## src/rtl/johnson_ring_counter.sv

```systemverilog
// Parametrised shift-register counter: Johnson (twisted ring, 2*WIDTH states)
// or one-hot ring (WIDTH states). Supports count enable, direction, a checked
// parallel load and self-correction of illegal states. It also provides a
// registered phase index and a combinational terminal-count strobe.
module johnson_ring_counter #(
  parameter  int WIDTH   = 4,
  parameter  int MODE    = 0,
  localparam int NSTATES = (MODE == 0) ? 2 * WIDTH : WIDTH,
  localparam int PW      = $clog2(2 * WIDTH)
) (
  input  logic             clock,
  input  logic             reset,
  input  logic             en,
  input  logic             dir,
  input  logic             load,
  input  logic [WIDTH-1:0] load_val,
  output logic [WIDTH-1:0] out,
  output logic [PW-1:0]    phase,
  output logic             tc,
  output logic             illegal
);

  // Johnson mode inverts the bit that wraps around; ring mode passes it through.
  localparam logic TWIST = (MODE == 0);

  localparam logic [WIDTH-1:0] RESET_VAL =
    (MODE == 0) ? '0 : {1'b1, {(WIDTH-1){1'b0}}};

  typedef struct packed {
    logic          legal;
    logic [PW-1:0] phase;
  } decode_t;

  // Pattern held in state k of the forward sequence.
  function automatic logic [WIDTH-1:0] f_pattern(input int k);
    logic [WIDTH-1:0] ones;
    logic [WIDTH-1:0] one;
    ones = '1;
    one  = {{(WIDTH-1){1'b0}}, 1'b1};
    if (MODE == 0) begin
      if (k <= WIDTH) return ~(ones >> k);   // top k bits set
      else            return ones >> (k - WIDTH); // top k-WIDTH bits clear
    end
    return one << (WIDTH - 1 - k);
  endfunction

  // Legality test and phase index of an arbitrary register value.
  function automatic decode_t f_decode(input logic [WIDTH-1:0] v);
    decode_t d;
    d.legal = 1'b0;
    d.phase = '0;
    for (int k = 0; k < NSTATES; k++) begin
      if (v == f_pattern(k)) begin
        d.legal = 1'b1;
        d.phase = PW'(k);
      end
    end
    return d;
  endfunction

  logic [WIDTH-1:0] r_out;
  logic [PW-1:0]    r_phase;
  logic             r_illegal;

  decode_t          w_load_dec;
  logic             w_cur_legal;
  logic [WIDTH-1:0] w_fwd;
  logic [WIDTH-1:0] w_rev;
  logic [PW-1:0]    w_phase_inc;
  logic [PW-1:0]    w_phase_dec;
  logic             w_tc;

  assign w_load_dec  = f_decode(load_val);
  assign w_cur_legal = f_decode(r_out).legal;

  assign w_fwd = {r_out[0] ^ TWIST, r_out[WIDTH-1:1]};
  assign w_rev = {r_out[WIDTH-2:0], r_out[WIDTH-1] ^ TWIST};

  assign w_phase_inc = (r_phase == PW'(NSTATES - 1)) ? '0 : r_phase + PW'(1);
  assign w_phase_dec = (r_phase == '0) ? PW'(NSTATES - 1) : r_phase - PW'(1);

  // Terminal count: the step enabled on this edge wraps the sequence.
  always_comb begin
    // NOTE: every signal driven in always_comb gets a default first so no latch is inferred.
    w_tc = 1'b0;
    if (en && !load && !reset) begin
      w_tc = dir ? (r_phase == '0) : (r_phase == PW'(NSTATES - 1));
    end
  end

  // State update: reset > load > correction > step > hold.
  always_ff @(posedge clock) begin
    // NOTE: sequential state uses non-blocking assignments so all flops update from pre-edge values.
    if (reset) begin
      r_out     <= RESET_VAL;
      r_phase   <= '0;
      r_illegal <= 1'b0;
    end else if (load) begin
      if (w_load_dec.legal) begin
        r_out     <= load_val;
        r_phase   <= w_load_dec.phase;
        r_illegal <= 1'b0;
      end else begin
        r_out     <= RESET_VAL;
        r_phase   <= '0;
        r_illegal <= 1'b1;
      end
    end else if (!w_cur_legal) begin
      r_out     <= RESET_VAL;
      r_phase   <= '0;
      r_illegal <= 1'b1;
    end else begin
      r_illegal <= 1'b0;
      if (en) begin
        if (dir) begin
          r_out   <= w_rev;
          r_phase <= w_phase_dec;
        end else begin
          r_out   <= w_fwd;
          r_phase <= w_phase_inc;
        end
      end
    end
  end

  assign out     = r_out;
  assign phase   = r_phase;
  assign illegal = r_illegal;
  assign tc      = w_tc;

endmodule
```

## config.mk

```make
export PLATFORM = sky130hd
export DESIGN_NAME = johnson_ring_counter
export DESIGN_NICKNAME = d
export VERILOG_FILES = /design/src/rtl/johnson_ring_counter.sv
export SDC_FILE = /design/constraint.sdc
export NUM_CORES = 1
export LEC_CHECK = 0
export ABC_AREA = 1
export CORE_UTILIZATION = 47
export DETAILED_ROUTE_END_ITERATION = 8
export PLACE_DENSITY = 0.79
export SYNTH_ARGS = -nofsm -noshare
export SYNTH_HDL_FRONTEND = slang
export SYNTH_SLANG_ARGS = --single-unit
```

## constraint.sdc

```tcl
create_clock -name clock -period 1.5 [get_ports clock]
set_input_delay 0.3 -clock clock [delete_from_list [all_inputs] [get_ports clock]]
set_output_delay 0.3 -clock clock [all_outputs]
set_load 0.05 [all_outputs]
```

After elaboration in Yosys (flattened, before gate mapping):

Cells that the tools add are included.

* reduce and logical (&&, ||, !) cells: 7
* mux-type cells: 33
* equal/unequal tests: 16
* add/subtract/negate cells: 2
* bitwise logic cells: 2

Operator list (number)
* $mux W4: 21
* $eq A4 B4 Y1 const B: 8
* $mux W3: 7
* $eq A4 B1 Y1 const B: 2
* $eq A4 B2 Y1 const B: 2
* $eq A4 B3 Y1 const B: 2
* $logic_not A4 Y1: 2
* $mux W1: 5
* $add A3 B1 Y3 const B: 1
* $eq A3 B3 Y1 const B: 1
* $logic_not A3 Y1: 1
* $ne A3 B3 Y1 const B: 1
* $sub A3 B1 Y3 const B: 1
* $logic_and A1 B1 Y1: 2
* $logic_not A1 Y1: 2
* $not A1 Y1: 2

* register bits after elaboration: 8
* output and inout port bits: 9

Longest topological paths before layout:

Gate-level depths: netlist (run 1).

* depth in word-level cells: 11
* gate-level depth with buffers: 10
* depth with buffers taken out: 10

Worst setup path before layout (run 1):

Ideal clock, no wire load.

* path type: reg-to-output
* start: reg r_phase[1] (netlist: phase[1])
* end: out tc
* slack: -0.755 ns
* path buffers: 0
* arrival time: 1.955 ns
* stages on the path, launching flop included: 7
* path through: dfxtp_1 > ha_1 > ha_1 > inv_1 > nor2_1 > inv_1 > a21oi_1

* word-level cells in the longest chain between the ends: 3
* elaborated cells between the ends (all ways): 4
* classes of those cells: eq/ne: 1; mux: 2; reduce/logical: 1

RTL lines
* start, declared: RTL line 62 `logic [PW-1:0] r_phase;`
* start signal, assigned: RTL line 101 `r_phase <= w_load_dec.phase;`
* start signal, assigned: RTL line 117 `r_phase <= w_phase_dec;`
* start signal, assigned: RTL line 120 `r_phase <= w_phase_inc;`
* $eq A3 B3 Y1 or $logic_not A3 Y1 (tied branches): RTL line 87 `w_tc = dir ? (r_phase == '0) : (r_phase == PW'(NSTATES - 1));`
* $mux W1 *: RTL line 87
* $mux W1 *: RTL line 86 `if (en && !load && !reset) begin`
* end, declared: RTL line 19 `output logic tc,`

Mark *: on every way between the ends. The rest lies on a longest branch, timed or not.

Final worst setup path (run 1):

* start: in dir
* end: out tc

* word-level cells in the longest chain between the ends: 2

RTL lines
* start, declared: RTL line 14 `input logic dir,`
* $mux W1: RTL line 87
* $mux W1: RTL line 86

No other way between the ends.

==> out/qor.csv, run 1 <==
metric,value,unit
max-cap violations,0,
Worst Hold Path EP,phase[1],
Seq cells post-synth,8,
RSZ-0062 raised after global routing,yes,
hold path depth,2,
sequential area share after synthesis,22.0,%
antenna violations before repair,0,
Clock Latency Late Sink,0.26,ns
global route total overflow,0,
Hold Buf Count CTS,0,
hold path start,phase[1],
Sw Ratio,40.2,%
Crit path max-delay family,buffers and inverters,
final period utilization,109,%
layout cells sized above 1,36.9,%
Synth area leader,dfxtp_1,
Worst Skew,0.00189,ns
pre-CTS WS,-0.0949,ns
Rel. slew slack,82.4,%
pin count of the biggest net entering global routing,14,
Worst Reg-to-Reg Cells,7,
Gate power share,51.4,%
synthesized area per cell,6.29,µm²
CTS tree,yes,
Post-Synthesis Cells,116,
"most common cell after layout, fill and taps aside",nand2_1,
peak supply drop,0.744,mV
Synth top area share,22.0,%
Die Area,1710,µm²
final worst slack,-0.137,ns
post-layout min period,1.64,ns
wire per inst,12.0,µm
Worst-Margin Slew,0.261,ns
Clk pwr share,19.9,%
clock sink total,8,
ant diodes,0,
CP Capture Type,primary output,
Crit Path Class,in2out,
Max Fanout on Critical Path,3,
Psw,0.000375,W
vias in the first global route,773,
core area,1370,µm²
H-Tree Depth,1,
fillers,83,
gpl congestion,0.843,
nets,163,
fin. max-slew vios,0,
R2R Path End,phase[2],
chip height,41.4,µm
status,"finished, violations left",
root buf cell,clkbuf_4,
row count,13,
slowest cell on the critical path,clkdlybuf4s50_1,
TritonCTS Buffers,3,
Synthesized Nets,129,
Sequential Area,169,µm²
average via count per standard cell,5.17,
critical path required time,1.20,ns
Fmax achieved,611,MHz
P_int,0.000558,W
detailed placer's ending HPWL,1660,µm
most frequent cells in the layout,"nand2_1 (32), buf_4 (14), nand3_1 (11)",
first-pass GRT wire length,3110,µm
Total GRT Usage,28.4,%
area grow syn2layout,61.7,%
Hold WC Path Type,reg2reg,
final setup violation count,1,
crit path DAT,1.34,ns
1st-iter DRT viols,28,
Startpoint Class,input pin,
failing checks,negative setup slack,
final wirelength,1960,µm
CTS max path bufs,2,
multi-input logic area,537,µm²
port bufs,17,
overall die width,41.4,µm
"Reg clk slew, reported paths",0.06,ns
drt drc,0,
cell area after synthesis,729,µm²
worst path bufs/invs,2,
Flop pwr share,28.7,%
via count,848,
crit-path max cell delay,0.56,ns
Fin. Hold Viols,0,
Yosys warnings,0,
top cells by area in the synthesized netlist,"dfxtp_1 (22%), nand2_1 (16%), nand3_1 (8.2%)",
r2r setup slk,0.15,ns
Leak Pwr,0.524,nW
CP cell instances,"clkdlybuf4s50_1, nand3_2, a21oi_4, buf_12",
drt pass-1 iters,4,
final core occ,86.4,%
io pins,18,
r2r startpoint,phase[0],
Initial Utilization,53.4,%
"antenna viol nets, final",0,
Yosys cell types,23,
pwr/cell area,791,nW/µm²
[cell families after synthesis]
family                   Yosys count  share of synthesized area [%]
AND/OR/NAND/NOR                   64                           40.8
AO/OA/AOI/OAI                     19                           16.5
buffers and inverters             19                           11.5
flip-flops                         8                           22.0
adder cells (fa/ha/maj)            4                           6.86
XOR/XNOR                           2                           2.40
[cell usage after synthesis]
master and count:
o21ai_0 7, nor2_1 9, nand2_2 3, inv_2 5, inv_1 11, nand2_4 1
dfxtp_1 8, a21oi_2 4, ha_1 4, nand3_2 2, clkinv_1 1, a21oi_1 3
nand3_1 12, o21ai_1 1, xnor2_1 2, nor2_2 1, o211ai_1 4, nand3b_1 2
nand2_1 32, buf_8 1, or2_2 1, buf_2 1, or2_1 1
[per-layer routing]
layer,GRT usage [%],part of all wire [%],routed length [µm],vias up
met4,19.4,3.8,75,0
met5,0,0,0,-
met3,3.72,4.3,85,9
met2,50.0,50,973,32
li1,-,-,-,445
met1,31.3,42,826,362
[worst reg2reg max path, cell delays in order, from the launching register on]
cell     delay, ns
dfxtp_4       0.36
ha_4          0.16
ha_4          0.20
or2_2         0.29
nand2_1       0.08
nor2_1        0.04
nor2_1        0.08
nor2_1        0.04
[power by group through the flow]
stage | Sequential (W) | Clock (W) | Combinational, W
detailed placement | 0.000277 | 0 | 0.000460
global placement | 0.000276 | 0 | 0.000447
floorplan | 0.000344 | 0 | 0.000203
finish | 0.000268 | 0.000186 | 0.000480
global route | 0.000272 | 0.000205 | 0.000516
CTS | 0.000268 | 0.000194 | 0.000480
[worst max-delay path by stage]
stage | start | to | slack (ns) | cells past startpoint
final | dir | tc | -0.14 | 4
after global routing | phase[0] | tc | -0.22 | 7
after CTS | phase[0] | tc | -0.14 | 7
after detailed placement | dir | phase[2] | -0.09 | 9
after global placement | dir | tc | -0.08 | 4
after floorplan | phase[1] | tc | -0.05 | 6
[stage by stage]
step,power (W),TNS (ns),std cells,area [µm²],hold slack (ns)
floorplan,0.000547,-0.0453,116,777,0.449
global placement,0.000724,-0.216,158,1130,0.575
detailed placement,0.000738,-0.455,158,1130,0.596
CTS,0.000942,-0.141,164,1180,0.577
global route,0.000994,-0.221,164,1180,0.604
finish,0.000934,-0.137,164,1180,0.566
[what timing repair did]
item	in CTS	in global routing
setup buffers	2	0
pin swaps	3	0
setup endpoints to repair	1	1
gates resized for setup	4	0
[area by class of cell]
cell class | count | area share (%)
Timing Repair Buffer | 31 | 31.0
Sequential cell | 8 | 14.3
Multi-Input combinational cell | 89 | 45.5
Clock buffer | 4 | 2.23
Inverter | 17 | 5.41
Tap cell | 15 | 1.59
[state kept, by name (all words and copies together), names as in the netlist]
name	cells
phase	3
out	4
illegal	1
(Power assumes the default switching activity.)
==> run 2: changes to the inputs <==
--- a/config.mk
+++ b/config.mk
@@ -9,6 +9,7 @@
 export CORE_UTILIZATION = 47
 export DETAILED_ROUTE_END_ITERATION = 8
 export PLACE_DENSITY = 0.79
+export SKIP_CTS_REPAIR_TIMING = 1
 export SYNTH_ARGS = -nofsm -noshare
 export SYNTH_HDL_FRONTEND = slang
 export SYNTH_SLANG_ARGS = --single-unit
==> run 2 against run 1 <==
Net effect:
- the flow still finishes with violations (negative setup slack)
- count of clock-buffer cells in the layout did not move
- utilization is 0.55 points lower
- critical path depth increased by 3
- die area unchanged
- via count down 1.3%
- register-to-register slack worse by 0.02 ns
- fmax is 1.8% lower
- routed wire length shrank 1.6%
- sequential cell count did not move
- power decreased by 0.65%
- non-clock buffer count shrank 1
- clock power is essentially flat
- critical endpoint unchanged
- largest power group unchanged
- highest routed layer unchanged
==> out/qor.csv, run 2 (synthesis gave the netlist of run 1 again) <==
metric,value,unit
Worst Skew,0.00211,ns
peak supply drop,0.743,mV
via count,837,
max reg flops,4,
root buf cell,clkbuf_4,
most frequent cells in the layout,"nand2_1 (32), buf_4 (13), nand3_1 (11)",
Fmax achieved,600,MHz
last element of the critical path,tc,
Clk pwr share,20.0,%
detailed placer's ending HPWL,1660,µm
global route total overflow,0,
row count,13,
P_int,0.000554,W
M1 wire length,806,µm
nets,162,
r2r setup slk,0.13,ns
Crit Path Class,reg2out,
io pins,18,
final worst slack,-0.166,ns
fillers,86,
CTS tree,yes,
status,"finished, violations left",
Flop pwr share,29.3,%
gpl congestion,0.843,
pwr/cell area,791,nW/µm²
Startpoint Class,flip-flop,
Psw,0.000373,W
core area,1370,µm²
CTS max path bufs,2,
pre-CTS WS,-0.0949,ns
CP cell instances,"ha_4, ha_4, inv_2, nor2_4, inv_2, a21oi_4, buf_12",
RSZ-0062 raised after global routing,yes,
pin count of the biggest net entering global routing,14,
wire per inst,11.8,µm
Sw Ratio,40.3,%
r2r startpoint,phase[0],
final core occ,85.8,%
clock sink total,8,
final setup violation count,1,
Max Fanout on Critical Path,4,
Post-Layout Cell Count,163,
Worst Reg-to-Reg Cells,7,
antenna violations before repair,0,
first-pass GRT wire length,3070,µm
TritonCTS Buffers,3,
crit-path max cell delay,0.39,ns
Placed Cells,158,
Fin. Hold Viols,0,
fin. max-slew vios,0,
vias in the first global route,765,
Clock Latency Late Sink,0.26,ns
Initial Utilization,53.4,%
R2R Path End,phase[2],
setup_tns,-0.166,ns
area grow syn2layout,60.7,%
chip height,41.4,µm
Hold WC Path Type,reg2reg,
Total GRT Usage,28.0,%
post-layout min period,1.67,ns
Die Area,1710,µm²
final period utilization,111,%
"Reg clk slew, reported paths",0.06,ns
slowest cell on the critical path,dfxtp_4,
1st-iter DRT viols,29,
critical path required time,1.20,ns
Worst-Margin Slew,0.261,ns
drt pass-1 iters,4,
H-Tree Depth,1,
overall die width,41.4,µm
Critical Path Source,phase[0],
"antenna viol nets, final",0,
final wirelength,1930,µm
CP Capture Type,primary output,
ant diodes,0,
layout cells sized above 1,36.5,%
"most common cell after layout, fill and taps aside",nand2_1,
failing checks,negative setup slack,
metal2 WL,987,µm
Leak Pwr,0.518,nW
average via count per standard cell,5.13,
crit path DAT,1.37,ns
Gate power share,50.7,%
drt drc,0,
port bufs,17,
max-cap violations,0,
routed length on met3,82,µm
total power,0.000928,W
Rel. slew slack,82.4,%
top sig layer,met4,
[run 2: worst min-delay path by stage]
| stage | from | endpoint | cells after the start |
|---|---|---|---|
| floorplan | load_val[1] | out[1] | 2 |
| global placement | phase[1] | phase[1] | 2 |
| detailed placement | phase[1] | phase[1] | 2 |
| CTS | phase[1] | phase[1] | 2 |
| global route | phase[1] | phase[1] | 2 |
| finish | phase[1] | phase[1] | 2 |
[run 2: power groups by stage]
stage / clock, W / sequential, W / combinational (W)
2_1_floorplan: 0 / 0.000344 / 0.000203
3_3_place_gp: 0 / 0.000276 / 0.000447
3_5_place_dp: 0 / 0.000277 / 0.000460
4_1_cts: 0.000194 / 0.000273 / 0.000461
5_1_grt: 0.000205 / 0.000276 / 0.000507
6_report: 0.000185 / 0.000272 / 0.000471
[run 2: routing by layer]
metal / vias to the layer above / track usage (%)
li1: 443 / -
met3: 7 / 4.26
met4: 0 / 19.4
met2: 30 / 48.8
met1: 357 / 31.0
met5: - / 0
[run 2: final cells by class]
class | count | area (µm²) | area share, %
Multi-Input combinational cell | 89 | 537 | 45.8
Timing Repair Buffer | 30 | 358 | 30.5
Sequential cell | 8 | 169 | 14.4
Inverter | 17 | 63.8 | 5.44
Clock buffer | 4 | 26.3 | 2.24
Tap cell | 15 | 18.8 | 1.60
[run 2: worst max-delay path, delay by kind of cell (launching register included)]
kind | cells | cell delay [ns]
AOI/OAI and AO/OA | 1 | 0.13
adders and majority gates | 2 | 0.26
and+or+nand+nor | 1 | 0.08
buffers and inverters | 3 | 0.24
DFF | 1 | 0.39
[run 2: per-stage QoR]
stage	hold slack [ns]	instance area (µm²)
final	0.565	1170
after global routing	0.603	1170
after CTS	0.609	1150
after detailed placement	0.596	1130
after global placement	0.575	1130
after floorplan	0.449	777
